<file path="src/rtl/chip8_pkg.sv">
// Shared CHIP-8 core types: address/opcode widths, program start address
// and the fetch-stage state encoding.
package chip8_pkg;

    typedef logic [11:0] addr_t;
    typedef logic [15:0] opcode_t;

    localparam addr_t PROG_START = 12'h200;

    typedef enum logic [2:0] {
        ST_IDLE,
        ST_HI,
        ST_LO,
        ST_CAP,
        ST_OUT
    } fetch_state_t;

endpackage

</file>
<file path="src/rtl/chip8_fetch.sv">
// CHIP-8 instruction fetch: reads two bytes at pc from a synchronous memory,
// assembles a big-endian opcode and hands it to the decoder via valid/ready.
module chip8_fetch
    import chip8_pkg::*;
#(
    parameter int                ADDR_W     = 12,
    parameter logic [ADDR_W-1:0] START_ADDR = ADDR_W'(PROG_START)
) (
    input  logic              clk_in,
    input  logic              rst_in,
    input  logic              start,
    output logic [ADDR_W-1:0] mem_addr,
    output logic              mem_rd_en,
    input  logic [7:0]        mem_rd_data,
    output logic [15:0]       instr,
    output logic [ADDR_W-1:0] instr_pc,
    output logic              instr_valid,
    input  logic              instr_ready,
    input  logic              redirect_valid,
    input  logic [ADDR_W-1:0] redirect_pc
);

    fetch_state_t      state_q, state_d;
    logic [ADDR_W-1:0] pc_q, pc_d;
    logic [7:0]        hi_byte_q, hi_byte_d;
    opcode_t           instr_q, instr_d;
    logic [ADDR_W-1:0] instr_pc_q, instr_pc_d;
    logic              instr_valid_q, instr_valid_d;

    always_comb begin
        state_d       = state_q;
        pc_d          = pc_q;
        hi_byte_d     = hi_byte_q;
        instr_d       = instr_q;
        instr_pc_d    = instr_pc_q;
        instr_valid_d = instr_valid_q;
        mem_addr      = '0;
        mem_rd_en     = 1'b0;

        case (state_q)
            ST_IDLE: begin
                if (redirect_valid) pc_d = redirect_pc;
                if (start)          state_d = ST_HI;
            end
            ST_HI: begin
                mem_addr  = pc_q;
                mem_rd_en = 1'b1;
                state_d   = ST_LO;
            end
            ST_LO: begin
                mem_addr  = pc_q + ADDR_W'(1);
                mem_rd_en = 1'b1;
                hi_byte_d = mem_rd_data;
                state_d   = ST_CAP;
            end
            ST_CAP: begin
                instr_d       = {hi_byte_q, mem_rd_data};
                instr_pc_d    = pc_q;
                instr_valid_d = 1'b1;
                state_d       = ST_OUT;
            end
            ST_OUT: begin
                if (instr_valid_q && instr_ready) begin
                    instr_valid_d = 1'b0;
                    pc_d          = pc_q + ADDR_W'(2);
                    state_d       = ST_HI;
                end
            end
            default: state_d = ST_IDLE;
        endcase

        // Redirect overrides everything once fetching; data still returning
        // from memory belongs to the old stream and must not land anywhere.
        if (redirect_valid && state_q != ST_IDLE) begin
            pc_d          = redirect_pc;
            hi_byte_d     = hi_byte_q;
            instr_d       = instr_q;
            instr_pc_d    = instr_pc_q;
            instr_valid_d = 1'b0;
            state_d       = ST_HI;
        end
    end

    always_ff @(posedge clk_in) begin
        if (rst_in) begin
            state_q       <= ST_IDLE;
            pc_q          <= START_ADDR;
            hi_byte_q     <= '0;
            instr_q       <= '0;
            instr_pc_q    <= '0;
            instr_valid_q <= 1'b0;
        end else begin
            state_q       <= state_d;
            pc_q          <= pc_d;
            hi_byte_q     <= hi_byte_d;
            instr_q       <= instr_d;
            instr_pc_q    <= instr_pc_d;
            instr_valid_q <= instr_valid_d;
        end
    end

    assign instr       = instr_q;
    assign instr_pc    = instr_pc_q;
    assign instr_valid = instr_valid_q;

endmodule

</file>
<file path="config.mk">
export PLATFORM = sky130hd
export DESIGN_NAME = chip8_fetch
export DESIGN_NICKNAME = d
export VERILOG_FILES = /design/src/rtl/chip8_pkg.sv /design/src/rtl/chip8_fetch.sv
export SDC_FILE = /design/constraint.sdc
export NUM_CORES = 1
export LEC_CHECK = 0
export CAP_MARGIN = 20
export CORE_ASPECT_RATIO = 0.6
export CORE_MARGIN = 5
export CORE_UTILIZATION = 52
export DETAILED_ROUTE_END_ITERATION = 8
export GPL_TIMING_DRIVEN = 0
export PLACE_DENSITY = 0.87
export SYNTH_ARGS = -nofsm -noshare
export SYNTH_HDL_FRONTEND = slang
export SYNTH_SLANG_ARGS = --single-unit
</file>
<file path="constraint.sdc">
create_clock -name clk_in -period 3.8 [get_ports clk_in]
set_input_delay 0.76 -clock clk_in [delete_from_list [all_inputs] [get_ports clk_in]]
set_output_delay 0.76 -clock clk_in [all_outputs]
set_load 0.005 [all_outputs]
</file>
==> results of run 1 <==
[cells by family (layout without fill, tap and decap cells)]
kind of cell / after synthesis / after routing
DFF: 52 / 52
and+or+nand+nor: 154 / 154
xor gates and xnor gates: 6 / 6
muxes: 1 / 1
adders and majority gates: 2 / 2
buffers and inverters: 35 / 108
AOI/OAI and AO/OA: 91 / 91
[flip-flops by register name, summed over array words and instances, names as in the netlist]
register and cells:
pc_q 12, instr_pc 12, instr 16, instr_valid 1, state_q 3, hi_byte_q 8
[cells in the final DEF (no fill, tap or decap), types with 2 or more instances in the layout]
cell type and n:
a32o_1 2, nand3_1 5, o22ai_1 3, nor3b_1 2
nor2b_1 2, o31a_1 2, nand2b_1 3, clkdlybuf4s50_1 65
a31oi_1 4, a21o_1 2, a311oi_1 2, a21oi_1 50
clkbuf_1 25, or3b_2 2, a211oi_1 5, nand4_1 3
or4_1 2, nand2_1 87, inv_1 5, nor4_1 2
nor3_1 5, xnor2_1 5, clkbuf_8 5, buf_2 4
and3_1 5, nor2_1 21, and2_1 3, a22oi_1 3
or3_1 6, dfxtp_1 52, o21ai_0 8, o211ai_1 2
ha_1 2
[worst max-delay path by stage]
stage / start / endpoint / slack [ns] / depth (start not counted)
2_1_floorplan: pc_q[1] / mem_addr[10] / 1.45 / 6
3_3_place_gp: pc_q[1] / mem_addr[10] / 0.79 / 7
3_5_place_dp: pc_q[1] / mem_addr[10] / 0.78 / 7
4_1_cts: pc_q[1] / mem_addr[10] / 0.43 / 7
5_1_grt: pc_q[1] / mem_addr[10] / 0.29 / 7
6_report: pc_q[1] / mem_addr[10] / 0.42 / 7
[report_power, final]
group | internal, mW | total (mW) | leakage (nW) | switching (mW)
combinational | 0.0683 | 0.144 | 0.654 | 0.0759
clock | 0.199 | 0.396 | 0.0548 | 0.197
sequential | 0.557 | 0.571 | 0.422 | 0.0131
total | 0.824 | 1.11 | 1.13 | 0.286
[per-layer routing]
metal  up-vias  track usage [%]  routed length [um]
li1       1319                -                   -
met1      1240             35.8                3490
met2       169             36.2                3250
met3        16             5.65                 875
met4         0             6.13                  97
met5         -                0                   0
[area by class of cell]
class | count | area, um2
well taps | 63 | 78.8
clock buffers | 5 | 68.8
repair buffers | 65 | 651
plain buffers | 29 | 114
fillers | 397 | 1270
clock inverters | 3 | 46.3
multi-input cells | 254 | 1350
inverters | 6 | 22.5
flip-flops and latches | 52 | 1040
[worst max-delay path, delay by kind of cell (launching register included)]
kind	cells	cell delay [ns]
AND/OR/NAND/NOR	3	0.73
AO/OA/AOI/OAI	1	0.14
flip-flops	1	0.47
adder cells (fa/ha/maj)	1	0.23
buffers and inverters	2	0.75
==> flow_metrics.py, run 1 <==
metrics = {
    "logic_synthesis": {
        "synthAdderAreaFrac_pct": 0.992,
        "ys_top_cells_by_count": "nand2_1 (87), dfxtp_1 (52), a21oi_1 (50)",
        "synthMuxAreaShare_pct": 0.397,
        "ys_top_cells_by_area": "dfxtp_1 (41%), nand2_1 (13%), a21oi_1 (9.9%), clkbuf_1 (3.7%), nor2_1 (3.1%)",
        "netlist.area_leader.share_pct": 41.2,
        "postSynthCellCount": 341,
        "synth_simple_gate_area_share_pct": 28.2,
        "syn_nets": 368,
        "synth_compound_area_share_pct": 21.7,
        "synth_area_per_cell_um2": 7.40,
        "ys_async_sr_fraction_pct": 0,
        "synth_top_family_by_area": "simple AND/OR/NAND/NOR gates",
        "synth_most_common_cell": "nand2_1",
        "yosys_register_bits": 52,
        "ys_warn_count": 0,
        "synthDistinctLibCells": 48,
        "yosysSeqAreaShare_pct": 41.2,
        "ys.flop_type": "dfxtp_1",
        "synth_area_mm2": 0.00252,
        "synth_edf_count": 0,
        "synth_top_area_cell": "dfxtp_1",
        "synth-xor-area-share_pct": 2.08,
    },
    "worst_hold_path": {
        "hold_path.class": "reg -> reg",
        "holdPathStages": 2,
        "hold_start": "instr[2]",
        "holdPathEnd": "instr[2]",
    },
    "die": {
        "chipWidth_um": 99.9,
        "coreArea_mm2": 0.00464,
        "start_util_pct": 54.4,
        "rows": 19,
        "die_y_um": 64.0,
        "die_area_mm2": 0.00639,
        "ios": 67,
    },
    "placement": {
        "place_inst": 469,
        "dp_hpwl_mm": 5.73,
        "place.gp.congestion": 0.925,
        "placed_cell_area_mm2": 0.00325,
        "port_buffers": 65,
        "post-place-ws_ns": 0.781,
    },
    "setup_path": {
        "crit_type": "reg -> out",
        "endpoint_kind": "primary output",
        "rrSetupSlack_ns": 1.61,
        "cp_slowest_cell": "clkdlybuf4s50_1",
        "crit_fanout": 6,
        "worst_ep_required_time_ns": 3.04,
        "crit_chain": "ha_1 -> and3_1 -> clkbuf_1 -> nand2_1 -> or4_1 -> a31oi_1 -> clkdlybuf4s50_1",
        "r2r_cells": 6,
        "start_kind": "register",
        "crit_arrival_ns": 2.62,
        "reg2reg_from": "state_q[1]",
        "critical_path.max_stage_delay_ns": 0.52,
        "regToRegEndpoint": "instr[5]",
    },
    "drt": {
        "drtAntennaViolNets": 0,
        "drt_iter0_markers": 334,
        "num_vias": 2744,
        "first_pass_iters": 5,
        "routedWlPerCell_um": 16.2,
        "wl_mm": 7.71,
        "drt-vias-per-instance": 5.75,
        "drc_errors": 0,
    },
    "sta": {
        "slew_violations": 0,
        "period_needed_ns": 3.38,
        "final-setup-viol-count": 0,
        "rsz0062_at_grt": "no",
        "max_freq_ghz": 0.296,
        "hold_slack_ns": 0.460,
        "maxSlewHeadroom_pct": 37.3,
        "worst_slew_pin_slew_ns": 0.933,
        "tns_ns": 0,
        "layout_setup_ws_ns": 0.417,
        "fin_skew_ns": 0.00451,
        "hold_viol": 0,
        "post-route-period-util_pct": 89.0,
    },
    "global_route": {
        "grt_pass1_wl_mm": 12.7,
        "track_usage_pct": 24.5,
        "antenna_found_initial": 0,
        "overflow": 0,
        "grt_pass1_vias": 2601,
        "grt_max_degree": 18,
    },
    "layout": {
        "syn_to_final_growth_pct": 33.5,
        "final_cells": 477,
        "layout-drive-gt1-share_pct": 4.35,
        "utilization_pct": 72.7,
        "nets": 440,
        "antenna_cells": 0,
        "fin_area_mm2": 0.00337,
    },
    "clock_tree": {
        "cts_buffers": 5,
        "cts_tree": "built",
        "h-tree-depth": 2,
        "root_buffer": "clkbuf_8",
        "cts_buffer_depth": 2,
        "cts_num_sinks": 52,
        "worstSkewPairLatency_ns": 0.30,
        "clkSlewWorstSetupHoldPaths_ns": 0.10,
        "cts_setup_buffers": 0,
        "cts-hold-fix-buffers": 0,
        "cts_resized": 0,
    },
    "power_and_ir_drop": {
        "peakVddDrop_v": 0.000198,
        "power.leakage_nw": 1.13,
        "power_mw": 1.11,
        "power_density_mw_per_mm2": 330,
    },
    "run_status": {
        "status": "finished, final reports clean",
    },
    "run": {
        "max_cap_viol_count": 0,
    },
}
(Power assumes the default switching activity.)
==> run 2: changes to the inputs <==
--- a/config.mk
+++ b/config.mk
@@ -6,9 +6,11 @@
 export NUM_CORES = 1
 export LEC_CHECK = 0
 export CAP_MARGIN = 20
+export CELL_PAD_IN_SITES_DETAIL_PLACEMENT = 1
+export CELL_PAD_IN_SITES_GLOBAL_PLACEMENT = 1
 export CORE_ASPECT_RATIO = 0.6
-export CORE_MARGIN = 5
-export CORE_UTILIZATION = 52
+export CORE_MARGIN = 10
+export CORE_UTILIZATION = 37
 export DETAILED_ROUTE_END_ITERATION = 8
 export GPL_TIMING_DRIVEN = 0
 export PLACE_DENSITY = 0.87
==> run 2 against run 1 <==
Combinational power is 4% higher. Die area is 66% higher. Global-route usage is 6.4 points lower. Cell area is 3.5% higher. Count of clock-buffer cells in the layout stayed put. Clock skew is 0.0018 ns higher. Clock power is 52% higher. Largest cell class unchanged. Largest power group is now the clock network.
==> flow_metrics.py, run 2 (synthesis gave the netlist of run 1 again) <==
metrics = {
    "run_status": {
        "status": "finished, final reports clean",
    },
    "layout": {
        "largest_register_ffs": 16,
        "fill_cells": 830,
        "nets": 441,
        "final_cells": 502,
        "utilization_pct": 52.4,
        "final_cell_mix": "nand2_1 (87), clkdlybuf4s50_1 (65), dfxtp_1 (52), a21oi_1 (50), clkbuf_1 (25)",
        "layout_commonest_cell": "nand2_1",
        "layout-drive-gt1-share_pct": 4.58,
        "antenna_cells": 0,
        "syn_to_final_growth_pct": 38.1,
    },
    "drt": {
        "drtAntennaViolNets": 0,
        "wl_mm": 9.81,
        "drt_iter0_markers": 175,
        "drt-vias-per-instance": 5.57,
        "first_pass_iters": 4,
        "routedWlPerCell_um": 19.5,
        "num_vias": 2797,
        "drc_errors": 0,
    },
    "die": {
        "coreArea_mm2": 0.00665,
        "ios": 67,
        "start_util_pct": 38.0,
        "chipWidth_um": 127,
        "die_y_um": 84.0,
        "die_area_mm2": 0.0106,
        "rows": 23,
    },
    "sta": {
        "max_freq_ghz": 0.284,
        "period_needed_ns": 3.53,
        "slew_violations": 0,
        "worst_slew_pin_slew_ns": 0.709,
        "rsz0062_at_grt": "no",
        "post-route-period-util_pct": 92.8,
        "maxSlewHeadroom_pct": 52.5,
        "hold_viol": 0,
        "fin_skew_ns": 0.00633,
        "tns_ns": 0,
        "final-setup-viol-count": 0,
    },
    "power_and_ir_drop": {
        "power_density_mw_per_mm2": 380,
        "peakVddDrop_v": 0.000189,
        "p_int_mw": 1.01,
        "swShare_pct": 24.0,
        "pwr-share-comb_pct": 11.3,
        "clkPwrFrac_pct": 45.4,
        "power_mw": 1.32,
        "pwr-share-seq_pct": 43.2,
        "power.switching_mw": 0.317,
        "power.leakage_nw": 1.18,
    },
    "setup_path": {
        "crit_chain": "ha_1 -> and3_1 -> clkbuf_1 -> nand2_1 -> or4_1 -> a31oi_1 -> clkdlybuf4s50_1",
        "worst_ep_required_time_ns": 3.04,
        "cp_slowest_cell": "dfxtp_1",
        "endpoint_kind": "primary output",
        "crit_arrival_ns": 2.77,
        "critical_path.max_stage_delay_ns": 0.53,
        "crit_type": "reg -> out",
        "crit_fanout": 6,
        "start_kind": "register",
    },
    "placement": {
        "dp_hpwl_mm": 7.02,
        "place_inst": 493,
        "port_buffers": 65,
        "place.gp.congestion": 0.866,
    },
    "clock_tree": {
        "cts_num_sinks": 52,
        "cts_buffers": 5,
        "cts_buffer_depth": 2,
        "root_buffer": "clkbuf_16",
        "cts-hold-fix-buffers": 0,
        "h-tree-depth": 2,
        "cts_resized": 0,
        "cts_setup_buffers": 0,
        "cts_tree": "built",
        "worstSkewPairLatency_ns": 0.30,
        "clkSlewWorstSetupHoldPaths_ns": 0.07,
    },
    "global_route": {
        "grt_max_degree": 18,
        "grt_pass1_vias": 2942,
        "track_usage_pct": 18.1,
        "antenna_found_initial": 0,
        "overflow": 0,
        "grt_pass1_wl_mm": 15.7,
    },
    "run": {
        "max_cap_viol_count": 0,
    },
    "worst_hold_path": {
        "hold_path.class": "reg -> reg",
    },
}
==> run 2: cell types whose count changed in the layout (fill, tap and decap cells not counted), sizes merged <==
cell,before,now
bufinv,1,2
clkbuf,30,31
clkinvlp,1,0
==> run 2: power by group through the flow <==
stage	registers [mW]	clock network [mW]	logic, mW
global placement	0.583	0	0.142
detailed placement	0.584	0	0.146
global route	0.574	0.631	0.163
floorplan	0.579	0	0.0738
finish	0.572	0.601	0.150
CTS	0.572	0.602	0.148
==> run 2: path summary, 6_finish.rpt <==
check                    start           end  slack, ns  cells past startpoint
setup reg to reg    state_q[2]      instr[1]       1.57                      7
setup / recovery       pc_q[1]  mem_addr[10]       0.27                      7
hold / removal    hi_byte_q[1]      instr[9]       0.46                      2
hold reg to reg   hi_byte_q[1]      instr[9]       0.46                      2
==> run 2: per-layer routing <==
layer  track usage [%]  part of all wire (%)  vias to the layer above
met1              21.3                    43                     1369
met5                 0                     0                        -
met2              30.4                    46                       98
li1                  -                     -                     1316
met4              6.08                   1.6                        0
met3              5.52                   9.0                       14
==> run 2: final cells by class <==
| class | count | area, um2 | area share, % |
|---|---|---|---|
| clock inverters | 3 | 68.8 | 1.97 |
| flip-flops and latches | 52 | 1040 | 29.9 |
| clock buffers | 5 | 125 | 3.59 |
| repair buffers | 66 | 658 | 18.9 |
| plain buffers | 29 | 114 | 3.27 |
| multi-input cells | 254 | 1350 | 38.6 |
| inverters | 6 | 22.5 | 0.646 |
| well taps | 87 | 109 | 3.12 |
==> run 2: metrics by stage <==
stage / setup slack (ns) / hold WS, ns / area (um2)
5_1_grt: 0.146 / 0.474 / 3480
3_5_place_dp: 0.622 / 0.448 / 3280
2_1_floorplan: 1.45 / 0.432 / 2520
4_1_cts: 0.299 / 0.461 / 3480
6_report: 0.274 / 0.461 / 3480
3_3_place_gp: 0.655 / 0.439 / 3280
==> run 2: critical path: cells and delay by family, from the launching register on <==
family / cells / cell delay, ns
compound gates: 1 / 0.14
fa+ha+maj: 1 / 0.25
buf+inv: 2 / 0.79
flops: 1 / 0.53
simple gates: 3 / 0.74
